## src/rtl/tbuf_arb_pkg.sv

```systemverilog
// Shared types and width helpers for the tri-state bus arbiter.
// Optional parking mode is selected with TBUF_ARB_PARK_EN.
package tbuf_arb_pkg;

  typedef enum logic [1:0] {
    IDLE = 2'd0,
    OWN  = 2'd1,
    DEAD = 2'd2
  } state_e;

  localparam int MIN_N = 2;

  function automatic int idx_w(input int n);
    return (n > 2) ? $clog2(n) : 1;
  endfunction

  // Width able to hold the value v itself
  function automatic int cnt_w(input int v);
    return (v > 1) ? $clog2(v + 1) : 1;
  endfunction

endpackage

```

## src/rtl/tbuf_arb_rr_pick.sv

```systemverilog
// Rotating-priority picker: first set req bit at index >= ptr,
// wrapping around; one-hot result plus a valid flag.
module tbuf_arb_rr_pick
  import tbuf_arb_pkg::*;
#(
  parameter int N     = 4,
  parameter int IDX_W = idx_w(N)
) (
  input  logic [N-1:0]     req,
  input  logic [IDX_W-1:0] ptr,
  output logic [N-1:0]     pick,
  output logic             valid
);

  logic [IDX_W-1:0] j;

  always_comb begin
    pick  = '0;
    valid = 1'b0;
    j     = '0;
    for (int i = 0; i < N; i++) begin
      j = IDX_W'((int'(ptr) + i) % N);
      if (!valid && req[j]) begin
        pick[j] = 1'b1;
        valid   = 1'b1;
      end
    end
  end

endmodule

```

## src/rtl/tbuf_bus_arbiter.sv

```systemverilog
// Round-robin owner of a shared tri-state bus with break-before-make
// dead cycles. Define TBUF_ARB_PARK_EN to park EN on the last owner.
module tbuf_bus_arbiter
  import tbuf_arb_pkg::*;
#(
  parameter int N        = 4,
  parameter int DEAD_CYC = 1,
  parameter int MAX_HOLD = 16
) (
  input  logic         clk,
  input  logic         rst,
  input  logic [N-1:0] req,
  output logic [N-1:0] gnt,
  output logic [N-1:0] en,
  output logic [N-1:0] en_bar,
  output logic         bus_idle
);

  localparam int IDX_W  = idx_w(N);
  localparam int HOLD_W = cnt_w(MAX_HOLD);
  localparam int DEAD_W = cnt_w(DEAD_CYC);

  state_e state, state_nx;

  logic [IDX_W-1:0]  ptr, ptr_nx;
  logic [IDX_W-1:0]  own_idx, own_nx;
  logic [IDX_W-1:0]  pick_idx, nxt_idx;
  logic [HOLD_W-1:0] hold_cnt, hold_nx;
  logic [DEAD_W-1:0] dead_cnt, dead_nx;

  logic [N-1:0] pick, owner_oh;
  logic [N-1:0] gnt_d, en_d;
  logic         pick_vld;
  logic         oth_req, hold_max;
  logic         rel, dead_last;

  function automatic logic [N-1:0] dec(
    input logic [IDX_W-1:0] i
  );
    dec    = '0;
    dec[i] = 1'b1;
  endfunction

  tbuf_arb_rr_pick #(
    .N     (N),
    .IDX_W (IDX_W)
  ) u_pick (
    .req   (req),
    .ptr   (ptr),
    .pick  (pick),
    .valid (pick_vld)
  );

  always_comb begin
    pick_idx = '0;
    for (int i = 0; i < N; i++) begin
      if (pick[i]) pick_idx = IDX_W'(i);
    end
  end

  assign owner_oh = dec(own_idx);
  assign oth_req  = |(req & ~owner_oh);
  assign nxt_idx  = (own_idx == IDX_W'(N - 1))
                  ? '0 : own_idx + IDX_W'(1);

  // >= keeps preemption working when waiters show up after saturation
  assign hold_max = (MAX_HOLD != 0)
                 && (hold_cnt >= HOLD_W'(MAX_HOLD - 1));
  assign rel       = !req[own_idx] || (hold_max && oth_req);
  assign dead_last = (dead_cnt == DEAD_W'(DEAD_CYC - 1));

  always_ff @(posedge clk or posedge rst) begin
    if (rst) begin
      state    <= IDLE;
      ptr      <= '0;
      own_idx  <= '0;
      hold_cnt <= '0;
      dead_cnt <= '0;
    end else begin
      state    <= state_nx;
      ptr      <= ptr_nx;
      own_idx  <= own_nx;
      hold_cnt <= hold_nx;
      dead_cnt <= dead_nx;
    end
  end

  always_comb begin
    state_nx = state;
    ptr_nx   = ptr;
    own_nx   = own_idx;
    hold_nx  = hold_cnt;
    dead_nx  = dead_cnt;
    unique case (state)
      IDLE: begin
`ifdef TBUF_ARB_PARK_EN
        if (|en && req[own_idx]) begin
          state_nx = OWN;
          hold_nx  = '0;
        end else if (|en && |req) begin
          state_nx = DEAD;
          dead_nx  = '0;
        end else
`endif
        if (pick_vld) begin
          state_nx = OWN;
          own_nx   = pick_idx;
          hold_nx  = '0;
        end
      end
      OWN: begin
        if (rel) begin
          ptr_nx = nxt_idx;
`ifdef TBUF_ARB_PARK_EN
          if (!oth_req) state_nx = IDLE;
          else
`endif
          begin
            state_nx = DEAD;
            dead_nx  = '0;
          end
        end else if (MAX_HOLD != 0
                  && hold_cnt != HOLD_W'(MAX_HOLD)) begin
          hold_nx = hold_cnt + HOLD_W'(1);
        end
      end
      DEAD: begin
        if (!dead_last) begin
          dead_nx = dead_cnt + DEAD_W'(1);
        end else if (pick_vld) begin
          state_nx = OWN;
          own_nx   = pick_idx;
          hold_nx  = '0;
        end else begin
          state_nx = IDLE;
        end
      end
      default: state_nx = IDLE;
    endcase
  end

  always_comb begin
    gnt_d = '0;
    en_d  = '0;
    unique case (state_nx)
      OWN: begin
        gnt_d = dec(own_nx);
        en_d  = dec(own_nx);
      end
`ifdef TBUF_ARB_PARK_EN
      IDLE: en_d = en;
`endif
      default: ;
    endcase
  end

  // en_bar is the inverted flop output, so it is all-ones in reset
  always_ff @(posedge clk or posedge rst) begin
    if (rst) begin
      gnt      <= '0;
      en       <= '0;
      bus_idle <= 1'b1;
    end else begin
      gnt      <= gnt_d;
      en       <= en_d;
      bus_idle <= ~|en_d;
    end
  end

  assign en_bar = ~en;

endmodule

```

## config.mk

```make
export PLATFORM = sky130hd
export DESIGN_NAME = tbuf_bus_arbiter
export DESIGN_NICKNAME = d
export VERILOG_FILES = /design/src/rtl/tbuf_arb_pkg.sv /design/src/rtl/tbuf_arb_rr_pick.sv /design/src/rtl/tbuf_bus_arbiter.sv
export SDC_FILE = /design/constraint.sdc
export NUM_CORES = 1
export LEC_CHECK = 0
export CORE_ASPECT_RATIO = 0.75
export CORE_UTILIZATION = 49
export CTS_BUF_LIST = sky130_fd_sc_hd__clkbuf_8
export DETAILED_ROUTE_END_ITERATION = 12
export HOLD_SLACK_MARGIN = 0.1
export PLACE_DENSITY_LB_ADDON = 0.1
export SETUP_SLACK_MARGIN = 0.15
export SLEW_MARGIN = 20
export SYNTH_ARGS = -nofsm -noshare
export SYNTH_HDL_FRONTEND = slang
export SYNTH_SLANG_ARGS = --single-unit
```

## constraint.sdc

```tcl
create_clock -name clk -period 5.2 [get_ports clk]
set_clock_uncertainty 0.15 [all_clocks]
set_input_delay 0.78 -clock clk [delete_from_list [all_inputs] [get_ports clk]]
set_output_delay 0.78 -clock clk [all_outputs]
set_load 0.02 [all_outputs]
```

==> flow_metrics.tcl, run 1 <==
set metrics [dict create \
    status "finished, final reports clean" \
    min_period_ns 3.42 \
    ant_nets 0 \
    antennaDiodeCount 0 \
    syn_avg_cell_area_um2 8.90 \
    crit_fanout 19 \
    final_layout_size_suffix_gt1_frac 0.0745 \
    insertion_delay_ns 0.25 \
    fmax_ghz 0.292 \
    end_kind "register" \
    grt_pass1_vias 894 \
    cts-root-buf "clkbuf_8" \
    cts_made_buffers 3 \
    critPathKind "reg -> reg" \
    yosysSeqAreaShare 0.311 \
    coreArea_um2 2380 \
    drcViolationCount 0 \
    dp_hpwl_um 1940 \
    clock-sinks 16 \
    layout_common_cells "inv_1 (23), clkdlybuf4s50_1 (18), nand2_1 (15), dfrtp_1 (15), ha_1 (13)" \
    synth_top_area_cell "dfrtp_1" \
    drtIter0Drc 57 \
    cts_tree "done" \
    drv_cap 0 \
    via_count 1095 \
    yosys.area.top_type_share 0.291 \
    initial_utilization 0.541 \
    ctsResizeCount 0 \
    nFillCells 210 \
    syn2layout_area_growth_pct 17.8 \
    rsz0062_at_grt "no" \
    synth_edf_count 0 \
    hold_buffers 0 \
    layout_commonest_cell "inv_1" \
    final_cell_area_um2 1520 \
    arrival_ns 3.39 \
    gp_congestion 0.956 \
    finalHoldViolCount 0 \
    first_pass_iters 4 \
    io_buffers 18 \
    yosysUniqueCellTypes 37 \
    fin_nets 181 \
    synth_cells 145 \
    cellLeakagePower_nw 0.698 \
    fin_util 0.637 \
    hp-class "reg -> reg" \
    grt_use_total 0.204 \
    rows 15 \
    worst_setup_path_start_kind "register" \
    grt_pass1_wl_um 4100 \
    setup_viol 0 \
    ys_ff_latch 16 \
    dieArea_um2 2840 \
    cts_setup_buffers 0 \
    postPlaceCellArea_um2 1470 \
    ys_warn_count 0 \
    dieHeight_um 46.4 \
    grt-ovfl-total 0 \
    drt-wirelength-per-cell_um 13.0 \
    synth_area_leaders "dfrtp_1 (29%), ha_1 (13%), inv_1 (6.4%)" \
    vias_per_cell 5.62 \
    clk_path_buf_depth 2 \
    grt_max_degree 20 \
    io-pin-count 19 \
    p_per_area_nw_per_um2 558 \
    clkSlewWorstSetupHoldPaths_ns 0.06 \
    slew-limit-headroom 0.605 \
    synth-main-ff-cell "dfrtp_1" \
    tightestPinTransition_ns 0.592 \
    h-tree-depth 1 \
    async_flop_share 1.00 \
    antenna_found_initial 0 \
    vdd_drop_max_uv 326 \
    syn_area_um2 1290 \
    wl_um 2540 \
    synth_nets 164 \
    fin_tns_setup_ns 0 \
    dieWidth_um 61.2 \
    drv_slew 0 \
    worstPathRequired_ns 5.18 \
    finalCritPeriodShare 0.657 \
]
## layout make-up
class / instances / area [µm²] / area share
Tap cell: 34 / 42.5 / 0.0280
Inverter: 22 / 82.6 / 0.0544
Sequential cell: 16 / 402 / 0.264
Clock inverter: 1 / 3.75 / 0.00247
Multi-Input combinational cell: 101 / 767 / 0.505
Clock buffer: 3 / 41.3 / 0.0272
Timing Repair Buffer: 18 / 180 / 0.119
## cells in the mapped netlist, drive strengths merged (2+ instances only)
master	instances
a2111oi	2
a211oi	2
a21oi	5
a2bb2oi	2
buf	5
dfrtp	15
ha	13
inv	22
mux2	2
mux2i	7
mux4	2
nand2	15
nand2b	7
nand3	3
nand4	4
nor2	8
nor3	3
nor3b	3
o21ai	6
o22ai	6
## where the power goes
part           internal [W]  switching, W  total [W]
logic              0.000237      0.000285   0.000522
registers          0.000173     0.0000615   0.000235
clock network     0.0000522     0.0000391  0.0000914
## stage by stage
stage               power, W  setup WS [ns]  hold WS (ns)  std cells
finish              0.000848           1.78         0.404        195
global route        0.000916           1.57         0.433        195
CTS                 0.000846           1.80         0.404        195
detailed placement  0.000751           1.75         0.399        191
global placement    0.000741           1.85         0.382        191
floorplan           0.000612           1.98         0.351        145
## logic make-up (layout without fill, tap and decap cells)
kind of cell | count (synthesis) | in the layout | synth area share
XOR/XNOR | 1 | 1 | 0.00679
buffers and inverters | 28 | 44 | 0.0941
adder cells (fa/ha/maj) | 13 | 13 | 0.126
multiplexers | 11 | 11 | 0.110
flip-flops | 16 | 16 | 0.311
AND/OR/NAND/NOR | 47 | 47 | 0.188
AO/OA/AOI/OAI | 29 | 29 | 0.164
## registers in the layout, summed over array words and instances (netlist names)
| signal | cells |
|---|---|
| state | 2 |
| ptr | 2 |
| own_idx | 2 |
| hold_cnt | 5 |
| bus_idle | 1 |
| en | 4 |
## critical path, cell delays in order (launching register included)
cell and delay [ns]:
dfrtp_1 0.71, inv_1 0.22, ha_1 0.43, mux2i_1 0.19, mux2_4 0.33, a2111oi_2 0.42, o22ai_1 0.15, or4b_4 0.55
a21boi_1 0.15
## layer usage
layer / vias to the layer above / GRT usage / routed length (µm)
met5: - / 0 / 0
met4: 0 / 0.0409 / 10
met3: 2 / 0.0506 / 156
met2: 35 / 0.300 / 1100
met1: 528 / 0.302 / 1270
li1: 530 / - / -
## path summary, 6_finish.rpt
check	start	endpoint	slack, ns	cells after the start
setup / recovery	ptr[0]	own_idx[1]	1.78	8
hold / removal	hold_cnt[2]	hold_cnt[2]	0.40	1
setup reg to reg	ptr[0]	own_idx[1]	1.78	8
hold reg to reg	hold_cnt[2]	hold_cnt[2]	0.40	1
max in group asynchronous	rst	ptr[0]	3.77	2
min in group asynchronous	rst	hold_cnt[2]	0.75	2
(Power assumes the default switching activity.)
==> run 2, diff against run 1 <==
==> constraint.sdc (replaced) <==
create_clock -name clk -period 3.2 [get_ports clk]
set_clock_uncertainty 0.15 [all_clocks]
set_input_delay 0.48 -clock clk [delete_from_list [all_inputs] [get_ports clk]]
set_output_delay 0.48 -clock clk [all_outputs]
set_load 0.02 [all_outputs]
==> run 2 against run 1 <==
  * Global-route usage grew 2.3 points
  * Count of clock-buffer cells in the layout is 1 higher
  * Largest power group unchanged
  * Highest routed layer unchanged
  * Non-clock buffer count up 6
  * Worst hold slack better by 0.0088 ns
  * Critical endpoint unchanged
==> flow_metrics.tcl, run 2 (synthesis results as in run 1) <==
set metrics [dict create \
    dieHeight_um 46.4 \
    grt_max_degree 19 \
    crit_buf_inv 1 \
    fin_nets 187 \
    path_delay_family "compound AO/OA/AOI/OAI gates" \
    worstPathRequired_ns 3.18 \
    finalHoldViolCount 0 \
    layout_commonest_cell "inv_1" \
    vias_per_cell 5.55 \
    switching_share 0.448 \
    setup_viol 0 \
    crit_fanout 5 \
    dieArea_um2 2840 \
    cts_setup_buffers 0 \
    io_buffers 18 \
    status "finished, final reports clean" \
    dp_hpwl_um 2180 \
    cp_cell_sequence "inv_1, ha_1, mux2i_1, mux2_4, a2111oi_4, o22ai_1, or4b_4, a21boi_1" \
    finalCritPeriodShare 0.894 \
    drv_slew 0 \
    cellLeakagePower_nw 0.735 \
    tightestPinTransition_ns 0.578 \
    final_layout_size_suffix_gt1_frac 0.114 \
    sequentialPowerShare 0.236 \
    drcViolationCount 0 \
    layout_common_cells "inv_1 (22), clkdlybuf4s50_1 (18), nand2_1 (15), dfrtp_1 (15), ha_1 (13)" \
    p_switching_w 0.000663 \
    grt_pass1_wl_um 4540 \
    min_period_ns 2.86 \
    cp_slowest_stage_delay_ns 0.54 \
    critPathKind "reg -> reg" \
    wl_um 2760 \
    first_pass_iters 4 \
    hold_start "hold_cnt[4]" \
    fin_tns_setup_ns 0 \
    h-tree-depth 1 \
    insertion_delay_ns 0.25 \
    clock-sinks 16 \
    timing.rr.start "ptr[0]" \
    drv_cap 0 \
    drt-wirelength-per-cell_um 13.7 \
    drtIter0Drc 20 \
    top_regs "hold_cnt (5), en (4)" \
    grt_use_total 0.227 \
    clkSlewWorstSetupHoldPaths_ns 0.06 \
    p_per_area_nw_per_um2 925 \
    ant_nets 0 \
    io-pin-count 19 \
    pwr-share-clk 0.117 \
    top_register "hold_cnt" \
    cts_made_buffers 3 \
    end_kind "register" \
    grt_pass1_vias 1017 \
    cp-startpoint "ptr[0]" \
    ctsResizeCount 0 \
    antenna_found_initial 0 \
    final_cell_area_um2 1600 \
    syn2layout_area_growth_pct 24.0 \
    slowest_stage "or4b_4" \
    hold_buffers 0 \
    postPlaceCellArea_um2 1540 \
    clk_path_buf_depth 2 \
    initial_utilization 0.541 \
    p_int_w 0.000816 \
    cts_tree "done" \
    coreArea_um2 2380 \
    combPwrFrac 0.646 \
    antennaDiodeCount 0 \
    grt-ovfl-total 0 \
    worst_setup_path_start_kind "register" \
    fmax_ghz 0.350 \
    cts-root-buf "clkbuf_8" \
    slew-limit-headroom 0.614 \
    vdd_drop_max_uv 493 \
    hp-class "reg -> reg" \
    largest_register_ffs 5 \
    arrival_ns 2.84 \
    gp_congestion 1.01 \
    rows 15 \
    dieWidth_um 61.2 \
    rsz0062_at_grt "no" \
    via_count 1115 \
]
[run 2: cell types whose count changed in the layout (fill, tap and decap cells not counted)]
cell,change
buf_4,+6
inv_1,-1
a2111oi_2,-2
a2111oi_4,+2
clkbuf_8,+1
[run 2: final timing paths]
path	to	slack (ns)	depth (start not counted)
worst max register to register	own_idx[1]	0.34	8
worst min register to register	hold_cnt[4]	0.41	2
worst min-delay path	hold_cnt[4]	0.41	2
min in group asynchronous	hold_cnt[2]	0.44	2
worst max-delay path	own_idx[1]	0.34	8
max in group asynchronous	ptr[0]	2.08	2
[run 2: through the flow]
stage          setup slack (ns)  instances   util  power (W)  hold slack [ns]
2_1_floorplan             0.167        145      -    0.00103            0.243
3_3_place_gp              0.233        197  0.648    0.00126            0.384
3_5_place_dp              0.169        197  0.648    0.00129            0.401
4_1_cts                   0.366        201  0.671    0.00148            0.413
5_1_grt                   0.170        201  0.671    0.00160            0.427
6_report                  0.340        201  0.671    0.00148            0.412
[run 2: area by class of cell]
type	instances	area, µm²
Sequential cell	16	402
Inverter	22	82.6
Timing Repair Buffer	24	225
Fill cell	206	785
Clock buffer	4	55.1
Tap cell	34	42.5
Multi-Input combinational cell	101	792
[run 2: power groups by stage]
| stage | Combinational, W | Clock [W] | Sequential, W |
|---|---|---|---|
| after floorplan | 0.000648 | 0 | 0.000380 |
| after global placement | 0.000909 | 0 | 0.000349 |
| after detailed placement | 0.000938 | 0 | 0.000354 |
| after CTS | 0.000944 | 0.000182 | 0.000350 |
| after global routing | 0.00105 | 0.000189 | 0.000360 |
| final | 0.000956 | 0.000173 | 0.000350 |
[run 2: worst min-delay path, stage by stage, from the launching register on]
cell and delay, ns:
dfrtp_1 0.39, nand2_1 0.07, mux2i_1 0.06
[run 2: layer usage]
layer	vias to the layer above	global-route usage	wire length, µm
met1	530	0.320	1400
met4	0	0.0727	14
li1	546	-	-
met3	4	0.0590	138
met5	-	0	0
met2	35	0.341	1200
